==> src/rtl/axi4_burst_to_axi4_stream.sv <==
// axi4_burst_to_axi4_stream
// Fetches one packet from memory with AXI4 INCR read bursts (at most one
// burst outstanding) and forwards the read data beat-for-beat, with no
// buffering, as a single AXI4-Stream packet.
//
// Ports:
//   clk_i, rst_i              clock, asynchronous active-high reset
//   req_valid_i/req_ready_o   request handshake
//   addr_i, pkt_size_i        packet byte address and size in bytes
//   done_o                    one-cycle pulse after the final beat
//   err_o                     sticky read error, cleared by the next request
//   burst_ar*/burst_r*        AXI4 read address / read data channels
//   burst_aw*/burst_w*/bready AXI4 write channels, permanently idle
//   pkt_t*                    AXI4-Stream output packet
//
// Optional feature macro: AXI_4K_SPLIT_EN -- when defined, bursts are also
// trimmed so that none crosses a 4 KB address boundary.
`timescale 1ns/1ps
module axi4_burst_to_axi4_stream #(
    parameter int DATA_WIDTH         = 64,
    parameter int ADDR_WIDTH         = 32,
    parameter int ID_WIDTH           = 1,
    parameter int AWUSER_WIDTH       = 1,
    parameter int WUSER_WIDTH        = 1,
    parameter int ARUSER_WIDTH       = 1,
    parameter int MAX_PKT_SIZE_B     = 2048,
    parameter int MAX_PKT_SIZE_WIDTH = $clog2(MAX_PKT_SIZE_B) + 1
) (
    input  logic                          clk_i,
    input  logic                          rst_i,
    input  logic                          req_valid_i,
    output logic                          req_ready_o,
    input  logic [ADDR_WIDTH-1:0]         addr_i,
    input  logic [MAX_PKT_SIZE_WIDTH-1:0] pkt_size_i,
    output logic                          done_o,
    output logic                          err_o,
    // read address channel
    output logic [ID_WIDTH-1:0]           burst_arid_o,
    output logic [ADDR_WIDTH-1:0]         burst_araddr_o,
    output logic [7:0]                    burst_arlen_o,
    output logic [2:0]                    burst_arsize_o,
    output logic [1:0]                    burst_arburst_o,
    output logic                          burst_arlock_o,
    output logic [3:0]                    burst_arcache_o,
    output logic [2:0]                    burst_arprot_o,
    output logic [3:0]                    burst_arqos_o,
    output logic [3:0]                    burst_arregion_o,
    output logic [ARUSER_WIDTH-1:0]       burst_aruser_o,
    output logic                          burst_arvalid_o,
    input  logic                          burst_arready_i,
    // read data channel
    input  logic [DATA_WIDTH-1:0]         burst_rdata_i,
    input  logic [1:0]                    burst_rresp_i,
    input  logic                          burst_rlast_i,
    input  logic                          burst_rvalid_i,
    output logic                          burst_rready_o,
    // write channels (unused)
    output logic [ID_WIDTH-1:0]           burst_awid_o,
    output logic [ADDR_WIDTH-1:0]         burst_awaddr_o,
    output logic [7:0]                    burst_awlen_o,
    output logic [2:0]                    burst_awsize_o,
    output logic [1:0]                    burst_awburst_o,
    output logic                          burst_awlock_o,
    output logic [3:0]                    burst_awcache_o,
    output logic [2:0]                    burst_awprot_o,
    output logic [3:0]                    burst_awqos_o,
    output logic [3:0]                    burst_awregion_o,
    output logic [AWUSER_WIDTH-1:0]       burst_awuser_o,
    output logic                          burst_awvalid_o,
    output logic [DATA_WIDTH-1:0]         burst_wdata_o,
    output logic [DATA_WIDTH/8-1:0]       burst_wstrb_o,
    output logic                          burst_wlast_o,
    output logic [WUSER_WIDTH-1:0]        burst_wuser_o,
    output logic                          burst_wvalid_o,
    output logic                          burst_bready_o,
    // output stream
    output logic [DATA_WIDTH-1:0]         pkt_tdata_o,
    output logic [DATA_WIDTH/8-1:0]       pkt_tkeep_o,
    output logic [DATA_WIDTH/8-1:0]       pkt_tstrb_o,
    output logic                          pkt_tlast_o,
    output logic                          pkt_tuser_o,
    output logic                          pkt_tvalid_o,
    input  logic                          pkt_tready_i
);

    localparam int DATA_WIDTH_B = DATA_WIDTH / 8;
    localparam int WORD_SHIFT   = $clog2(DATA_WIDTH_B);
    localparam int WORDS_W      = MAX_PKT_SIZE_WIDTH + 1 - WORD_SHIFT;
    // wide enough for word counts and for the 4 KB page word count
    localparam int CNT_W        = (WORDS_W > 13) ? WORDS_W + 1 : 14;

    typedef enum logic [1:0] {IDLE_S, CALC_BURST_S, ADDR_S, DATA_S} state_t;

    state_t                    r_state, w_state_next;
    logic [WORDS_W-1:0]        r_words_left;
    logic [7:0]                r_burst_left;
    logic [7:0]                r_arlen;
    logic [ADDR_WIDTH-1:0]     r_cur_addr;
    logic [ADDR_WIDTH-1:0]     r_araddr;
    logic [DATA_WIDTH_B-1:0]   r_last_keep;
    logic                      r_first;
    logic                      r_done;
    logic                      r_err;

    logic                      w_req_ready, w_arvalid, w_rready, w_tvalid;
    logic                      w_req_hs, w_beat, w_last_word, w_rd_err;
    logic [MAX_PKT_SIZE_WIDTH:0] w_size_round;
    logic [WORDS_W-1:0]        w_words;
    logic [WORD_SHIFT-1:0]     w_rem;
    logic [DATA_WIDTH_B-1:0]   w_keep;
    logic [ADDR_WIDTH-1:0]     w_addr_aligned;
    logic [CNT_W-1:0]          w_burst_words;
    logic [7:0]                w_arlen;

    // ceil(size / bytes-per-word), one extra bit so the rounding cannot wrap
    assign w_size_round   = {1'b0, pkt_size_i} + (MAX_PKT_SIZE_WIDTH+1)'(DATA_WIDTH_B - 1);
    assign w_words        = w_size_round[MAX_PKT_SIZE_WIDTH:WORD_SHIFT];
    assign w_rem          = pkt_size_i[WORD_SHIFT-1:0];
    assign w_addr_aligned = addr_i & ~ADDR_WIDTH'(DATA_WIDTH_B - 1);

    // final-beat byte mask: low r bytes valid, or all bytes when r == 0
    for (genvar gi = 0; gi < DATA_WIDTH_B; gi++) begin : g_keep
        assign w_keep[gi] = (w_rem == '0) || (w_rem > WORD_SHIFT'(gi));
    end

`ifdef AXI_4K_SPLIT_EN
    logic [CNT_W-1:0] w_page_words;
    assign w_page_words = (CNT_W'(4096) - CNT_W'(r_cur_addr[11:0])) >> WORD_SHIFT;
`endif

    always_comb begin
        w_burst_words = (CNT_W'(r_words_left) > CNT_W'(256)) ? CNT_W'(256) : CNT_W'(r_words_left);
`ifdef AXI_4K_SPLIT_EN
        if (w_page_words < w_burst_words) begin
            w_burst_words = w_page_words;
        end
`endif
    end
    assign w_arlen = 8'(w_burst_words - CNT_W'(1));

    assign w_last_word = (r_words_left == WORDS_W'(1));
    assign w_req_hs    = req_valid_i && w_req_ready;
    assign w_rd_err    = (burst_rresp_i != 2'b00) ||
                         ( burst_rlast_i && (r_burst_left != 8'd0)) ||
                         (!burst_rlast_i && (r_burst_left == 8'd0));

    always_ff @(posedge clk_i or posedge rst_i) begin
        if (rst_i) begin
            r_state <= IDLE_S;
        end else begin
            r_state <= w_state_next;
        end
    end

    always_comb begin
        w_state_next = r_state;
        w_req_ready  = 1'b0;
        w_arvalid    = 1'b0;
        w_rready     = 1'b0;
        w_tvalid     = 1'b0;
        w_beat       = 1'b0;
        case (r_state)
            IDLE_S: begin
                w_req_ready = 1'b1;
                // a zero-length packet never leaves IDLE; done pulses directly
                if (w_req_hs && (w_words != '0)) begin
                    w_state_next = CALC_BURST_S;
                end
            end
            CALC_BURST_S: begin
                w_state_next = ADDR_S;
            end
            ADDR_S: begin
                w_arvalid = 1'b1;
                if (burst_arready_i) begin
                    w_state_next = DATA_S;
                end
            end
            DATA_S: begin
                w_tvalid = burst_rvalid_i;
                w_rready = pkt_tready_i;
                w_beat   = burst_rvalid_i && pkt_tready_i;
                // burst length follows the internal count, not rlast
                if (w_beat && (r_burst_left == 8'd0)) begin
                    w_state_next = (r_words_left > WORDS_W'(1)) ? CALC_BURST_S : IDLE_S;
                end
            end
            default: w_state_next = IDLE_S;
        endcase
    end

    always_ff @(posedge clk_i or posedge rst_i) begin
        if (rst_i) begin
            r_words_left <= '0;
            r_burst_left <= '0;
            r_arlen      <= '0;
            r_cur_addr   <= '0;
            r_araddr     <= '0;
            r_last_keep  <= '0;
            r_first      <= 1'b0;
            r_done       <= 1'b0;
            r_err        <= 1'b0;
        end else begin
            r_done <= 1'b0;
            case (r_state)
                IDLE_S: begin
                    if (w_req_hs) begin
                        r_words_left <= w_words;
                        r_cur_addr   <= w_addr_aligned;
                        r_last_keep  <= w_keep;
                        r_first      <= 1'b1;
                        r_err        <= 1'b0;
                        r_done       <= (w_words == '0);
                    end
                end
                CALC_BURST_S: begin
                    r_arlen      <= w_arlen;
                    r_araddr     <= r_cur_addr;
                    r_burst_left <= w_arlen;
                end
                DATA_S: begin
                    if (w_beat) begin
                        r_burst_left <= r_burst_left - 8'd1;
                        r_words_left <= r_words_left - WORDS_W'(1);
                        r_cur_addr   <= r_cur_addr + ADDR_WIDTH'(DATA_WIDTH_B);
                        r_first      <= 1'b0;
                        if (w_rd_err) begin
                            r_err <= 1'b1;
                        end
                        if (w_last_word) begin
                            r_done <= 1'b1;
                        end
                    end
                end
                default: ;
            endcase
        end
    end

    assign req_ready_o      = w_req_ready;
    assign done_o           = r_done;
    assign err_o            = r_err;

    assign burst_arid_o     = '0;
    assign burst_araddr_o   = r_araddr;
    assign burst_arlen_o    = r_arlen;
    assign burst_arsize_o   = 3'(WORD_SHIFT);
    assign burst_arburst_o  = 2'b01;
    assign burst_arlock_o   = 1'b0;
    assign burst_arcache_o  = '0;
    assign burst_arprot_o   = '0;
    assign burst_arqos_o    = '0;
    assign burst_arregion_o = '0;
    assign burst_aruser_o   = '0;
    assign burst_arvalid_o  = w_arvalid;
    assign burst_rready_o   = w_rready;

    assign burst_awid_o     = '0;
    assign burst_awaddr_o   = '0;
    assign burst_awlen_o    = '0;
    assign burst_awsize_o   = '0;
    assign burst_awburst_o  = '0;
    assign burst_awlock_o   = 1'b0;
    assign burst_awcache_o  = '0;
    assign burst_awprot_o   = '0;
    assign burst_awqos_o    = '0;
    assign burst_awregion_o = '0;
    assign burst_awuser_o   = '0;
    assign burst_awvalid_o  = 1'b0;
    assign burst_wdata_o    = '0;
    assign burst_wstrb_o    = '0;
    assign burst_wlast_o    = 1'b0;
    assign burst_wuser_o    = '0;
    assign burst_wvalid_o   = 1'b0;
    assign burst_bready_o   = 1'b1;

    assign pkt_tdata_o      = burst_rdata_i;
    assign pkt_tkeep_o      = w_last_word ? r_last_keep : '1;
    assign pkt_tstrb_o      = w_last_word ? r_last_keep : '1;
    assign pkt_tlast_o      = (r_state == DATA_S) && w_last_word;
    assign pkt_tuser_o      = r_first;
    assign pkt_tvalid_o     = w_tvalid;

endmodule
==> config.mk <==
export PLATFORM = sky130hd
export DESIGN_NAME = axi4_burst_to_axi4_stream
export DESIGN_NICKNAME = d
export VERILOG_FILES = /design/src/rtl/axi4_burst_to_axi4_stream.sv
export SDC_FILE = /design/constraint.sdc
export NUM_CORES = 1
export LEC_CHECK = 0
export CAP_MARGIN = 15
export CELL_PAD_IN_SITES_DETAIL_PLACEMENT = 1
export CELL_PAD_IN_SITES_GLOBAL_PLACEMENT = 2
export CORE_MARGIN = 2
export CORE_UTILIZATION = 23
export DETAILED_ROUTE_END_ITERATION = 8
export PLACE_DENSITY = 0.95
export SYNTH_ARGS = -nofsm -noshare
export SYNTH_HDL_FRONTEND = slang
export SYNTH_SLANG_ARGS = --single-unit
==> constraint.sdc <==
create_clock -name clk_i -period 9.1 [get_ports clk_i]
set_input_delay 2.275 -clock clk_i [delete_from_list [all_inputs] [get_ports clk_i]]
set_output_delay 2.275 -clock clk_i [all_outputs]
set_load 0.01 [all_outputs]
==> After elaboration in Yosys (flattened, before gate mapping) <==
Index checks and enable logic that the tools add are counted.
{ "totals": {"in_bits": 117, "ff_bits": 103, "out_inout_bits": 291, "elab_cells": 98} }
{ "classes": {"reduce_logical": 32, "add_sub_neg": 5, "order_cmp": 10, "n_eq_ne": 10, "muxes": 31} }
{ "op_table": {"columns": ["op", "n"], "rows": [
  ["$mux 32", 2],
  ["$pmux 32 s2", 1],
  ["$add 32x4->32 const B", 1],
  ["$mux 8", 3],
  ["$mux 10", 2],
  ["$pmux 10 s2", 1],
  ["$pmux 8 s2", 1],
  ["$sub 8x1->8 const B", 2],
  ["$mux 1", 14],
  ["$add 12x3->13 const B", 1],
  ["$gt 3x3->1 const B", 4],
  ["$ne 2x2->1 const B", 6],
  ["$eq 10x1->1 const B", 1],
  ["$gt 10x1->1 const B", 1],
  ["$gt 10x9->1 const B", 1],
  ["$logic_not 10->1", 1],
  ["$logic_or 1x1->1", 10],
  ["$reduce_bool 10->1", 1],
  ["$sub 10x1->10 const B", 1],
  ["$logic_not 8->1", 1],
  ["$pmux 2 s4", 1],
  ["$reduce_bool 8->1", 1],
  ["$logic_and 1x1->1", 7],
  ["$gt 3x1->1 const B", 2],
  ["other kinds (12)", 22]
]} }

==> Logic depth before layout (Yosys ltp) <==
{ "depth": {"depth_word": 7, "ltp_mapped": 11, "mapped_depth_nobuf": 10} }

==> Worst setup path before layout <==
Ideal clock, no wire load.
{ "synth_timing": {"kind": "input port to output port", "start": "in burst_rvalid_i", "end": "out pkt_tvalid_o", "stages": 1, "arrival_ns": 2.448, "required_time_ns": 6.825, "path_buffers": 0, "path_slack_ns": 4.377, "path_cell_list": "and2_1"} }
{ "synth_via": {"elab_chain_cells": 1} }
{ "synth_lines": {"columns": ["item", "line", "rtl"], "rows": [
  ["from (decl)", "55", "input logic burst_rvalid_i,"],
  ["$mux 1", "162", "case (r_state)"],
  ["to (decl)", "82", "output logic pkt_tvalid_o,"]
]} }
Every way passes these cells.

==> Worst setup path in the final report <==
Ends and elaborated chain as after synthesis.

==> key figures <==
Drt
  • Metal3 WL: 1456 µm
  • Per-cell routed wire length: 16.47 µm
  • M1 WL: 8590 µm
  • Via density: 4.351
  • Number of DRC markers in iteration 0: 246
  • Highest metal used: met4
  • DR DRC count: 0
  • Met2 Wirelength: 9656 µm
  • Drt pass-1 iters: 4
  • Total wire length: 20470 µm
  • Antenna viol nets, final: 0
  • Vias: 5408

Die
  • Die Wd: 180.5 µm
  • Starting Density: 23.37%
  • Die Y: 180.5 µm
  • Core area: 30670 µm²
  • Row cnt: 64
  • DIE AREA: 32590 µm²
  • I/O Pins: 408

Clock tree
  • Skew-Pair Late Insertion Delay: 370 ps
  • Post-CTS Setup Inserts: 0
  • Max Root-Sink Buffers: 2
  • H-tree Lvls: 3
  • CTS tree: done
  • Clock sink count: 97
  • Num CTS Buffers: 9
  • Hold Buf Count CTS: 0
  • Clock transition at path regs: 80 ps
  • Root Driver: clkbuf_16
  • CTS resizes: 0

Outcome
  • Status: completed

Timing
  • Final worst-path cycle share: 63.12%
  • Least-Margin Pin Slew: 907.6 ps
  • Setup TNS: 0 ps
  • Endpoints failing hold: 0
  • Max Clock Freq: 174.1 MHz
  • Relative slew slack: 39.27%
  • Final Skew: 13.95 ps
  • Setup-failing EPs final: 0
  • Clock period minus worst slack: 5743 ps
  • RSZ-0062 raised after global routing: false
  • Final Slew Violations: 0

Worst setup path
  • Crit start category: input pin
  • Top cell by count, worst path: clkdlybuf4s50_1
  • Crit path cell chain: clkdlybuf4s50_1 > and2_1 > clkdlybuf4s50_1
  • WP data required: 6830 ps
  • Crit path largest cell delay: 550 ps
  • CP Max Fanout: 3
  • Critical path capture point type: output pin
  • Worst r2r path cells: 8
  • Critical path class: input pin to output pin
  • Slowest-stage cell, CP: clkdlybuf4s50_1
  • Arr. time, crit path: 3470 ps

Synth
  • Synth Area in Simple Gates: 15.20%
  • Multiplexer share of the synthesized area: 5.568%
  • Yosys warns: 0
  • EDFF count, synth: 0
  • Register area share after synthesis: 33.86%
  • Avg Inst Size Synth: 8.699 µm²
  • Synth cell types: 66
  • Largest family of logic cells by synthesized area: buffers and inverters
  • #FFs+latches synth: 97
  • Synth Instances: 824
  • Synth Area in XOR/XNOR: 1.833%
  • Synth Area in Adders: 1.746%
  • Post-synth top flop: dfrtp_1
  • Compound-Gate Fraction of Synth Area: 13.60%
  • Mapped Area: 7168 µm²
  • Post-synth ARST share: 100.0%

GRT
  • Gr usage total: 12.17%
  • Number of global-route vias before repair: 5298
  • Largest net degree at the start of global routing: 63
  • Total grt overflow: 0
  • Initial antenna violation count: 2
  • First-pass GRT wire length: 31150 µm

Layout
  • Final instance area: 7825 µm²
  • Commonest non-fill, non-tap cell in the layout: conb_1
  • Layout area overhead: 9.164%
  • Layout filler cell count: 3608
  • Final nets: 968
  • Share of post-route cells with drive strength above 1: 8.983%
  • Most frequent cells in the layout: conb_1, clkdlybuf4s50_1, dfrtp_1, nand2_1, nor2_1

Power
  • Leakage Power: 3.192 nW
  • Peak VDD IR: 0.1547 mV
  • Power per cell area: 322.6 nW/µm²

Placement
  • HPWL Detailed: 15360 µm
  • Placer Congestion: 0.7886
  • Port Buffer Count: 110
  • Placed inst area: 7487 µm²

Worst hold path
  • Hold path depth: 1
  • HP Class: register to register

Flow run
  • Max cap viols: 0
metrics by stage:
stage	power (mW)	instances	hold WS (ps)	utilization (%)	worst slack (ps)
detailed placement	2.096	1226	462.8	24.41	3353
CTS	2.554	1242	480.3	25.51	3352
global route	2.726	1242	490.2	25.51	3331
floorplan	1.683	988	426.1	-	4291
global placement	2.035	1226	444.6	24.41	3378
finish	2.524	1243	478.5	25.51	3357
metal layers:
| metal | up-vias | global-route usage (%) |
|---|---|---|
| met5 | - | 0 |
| met1 | 2667 | 14.69 |
| met2 | 210 | 19.73 |
| met3 | 62 | 3.820 |
| met4 | 0 | 5.710 |
| li1 | 2469 | - |
path summary, 6_finish.rpt:
kind	startpoint	endpoint	slack [ps]
min	r_last_keep[4]$_DFFE_PP0P_	r_last_keep[4]$_DFFE_PP0P_	480
max	burst_rvalid_i	pkt_tvalid_o	3360
max in group asynchronous	rst_i	r_words_left[2]$_DFFE_PP0P_	5580
min in group asynchronous	rst_i	burst_araddr_o[11]$_DFFE_PP0P_	2280
min reg2reg	r_last_keep[4]$_DFFE_PP0P_	r_last_keep[4]$_DFFE_PP0P_	480
max reg2reg	r_state[0]$_DFFE_PP0P_	r_cur_addr[20]$_DFFE_PP0P_	5830
cells by family after synthesis:
kind of cell	after synthesis
multiplexers	36
buffers and inverters	290
XOR/XNOR	15
flip-flops	97
AND/OR/NAND/NOR	215
AO/OA/AOI/OAI	159
adder cells (fa/ha/maj)	10
other	2
cell type report:
class | count | area, µm² | area share [%]
Tap cell | 396 | 495.5 | 6.332
Timing Repair Buffer | 117 | 1154 | 14.74
Multi-Input combinational cell | 601 | 3352 | 42.84
Sequential cell | 97 | 2427 | 31.02
Clock buffer | 10 | 239.0 | 3.054
Antenna cell | 1 | 2.502 | 0.03198
Clock inverter | 6 | 96.34 | 1.231
Inverter | 15 | 58.81 | 0.7515
flip-flops by register name, summed over array words and instances, names as in the netlist:
| name | cells |
|---|---|
| r_state | 2 |
| r_cur_addr | 29 |
| pkt_tuser_o | 1 |
| err_o | 1 |
| burst_araddr_o | 29 |
| r_words_left | 10 |
| r_last_keep | 8 |
| r_burst_left | 8 |
| done_o | 1 |
| burst_arlen_o | 8 |
power breakdown:
| group | switching, mW | internal (mW) | leakage (nW) |
|---|---|---|---|
| Clock | 0.190 | 0.253 | 0.162 |
| Combinational | 0.681 | 0.535 | 1.91 |
| Sequential | 0.221 | 0.645 | 1.12 |
critical path: cells and delay by family:
| family | cells | cell delay (ps) |
|---|---|---|
| buffers and inverters | 2 | 1030 |
| AND/OR/NAND/NOR | 1 | 160 |
synth_stat cells, types with 5 or more instances:
| master | n | area share [%] |
|---|---|---|
| a21oi_1 | 52 | 3.6 |
| a31oi_1 | 5 | 0.44 |
| xor2_1 | 9 | 1.1 |
| buf_4 | 241 | 25 |
| dfrtp_1 | 97 | 34 |
| nor3_1 | 13 | 0.91 |
| o21ai_0 | 39 | 2.7 |
| nand3_1 | 25 | 1.7 |
| ha_1 | 10 | 1.7 |
| xnor2_1 | 6 | 0.73 |
| nor2_1 | 53 | 2.8 |
| nand2b_1 | 5 | 0.44 |
| nand2_1 | 56 | 2.9 |
| mux2_2 | 31 | 4.9 |
| a211oi_1 | 7 | 0.73 |
| or3_1 | 5 | 0.44 |
| mux2i_1 | 5 | 0.70 |
| inv_1 | 15 | 0.79 |
| nand4_1 | 13 | 1.1 |
| clkbuf_1 | 25 | 1.3 |
| o31ai_1 | 5 | 0.52 |
| o22ai_1 | 17 | 1.5 |
| or2_2 | 10 | 0.87 |
Note: power is estimated with default switching activity, not from simulation.
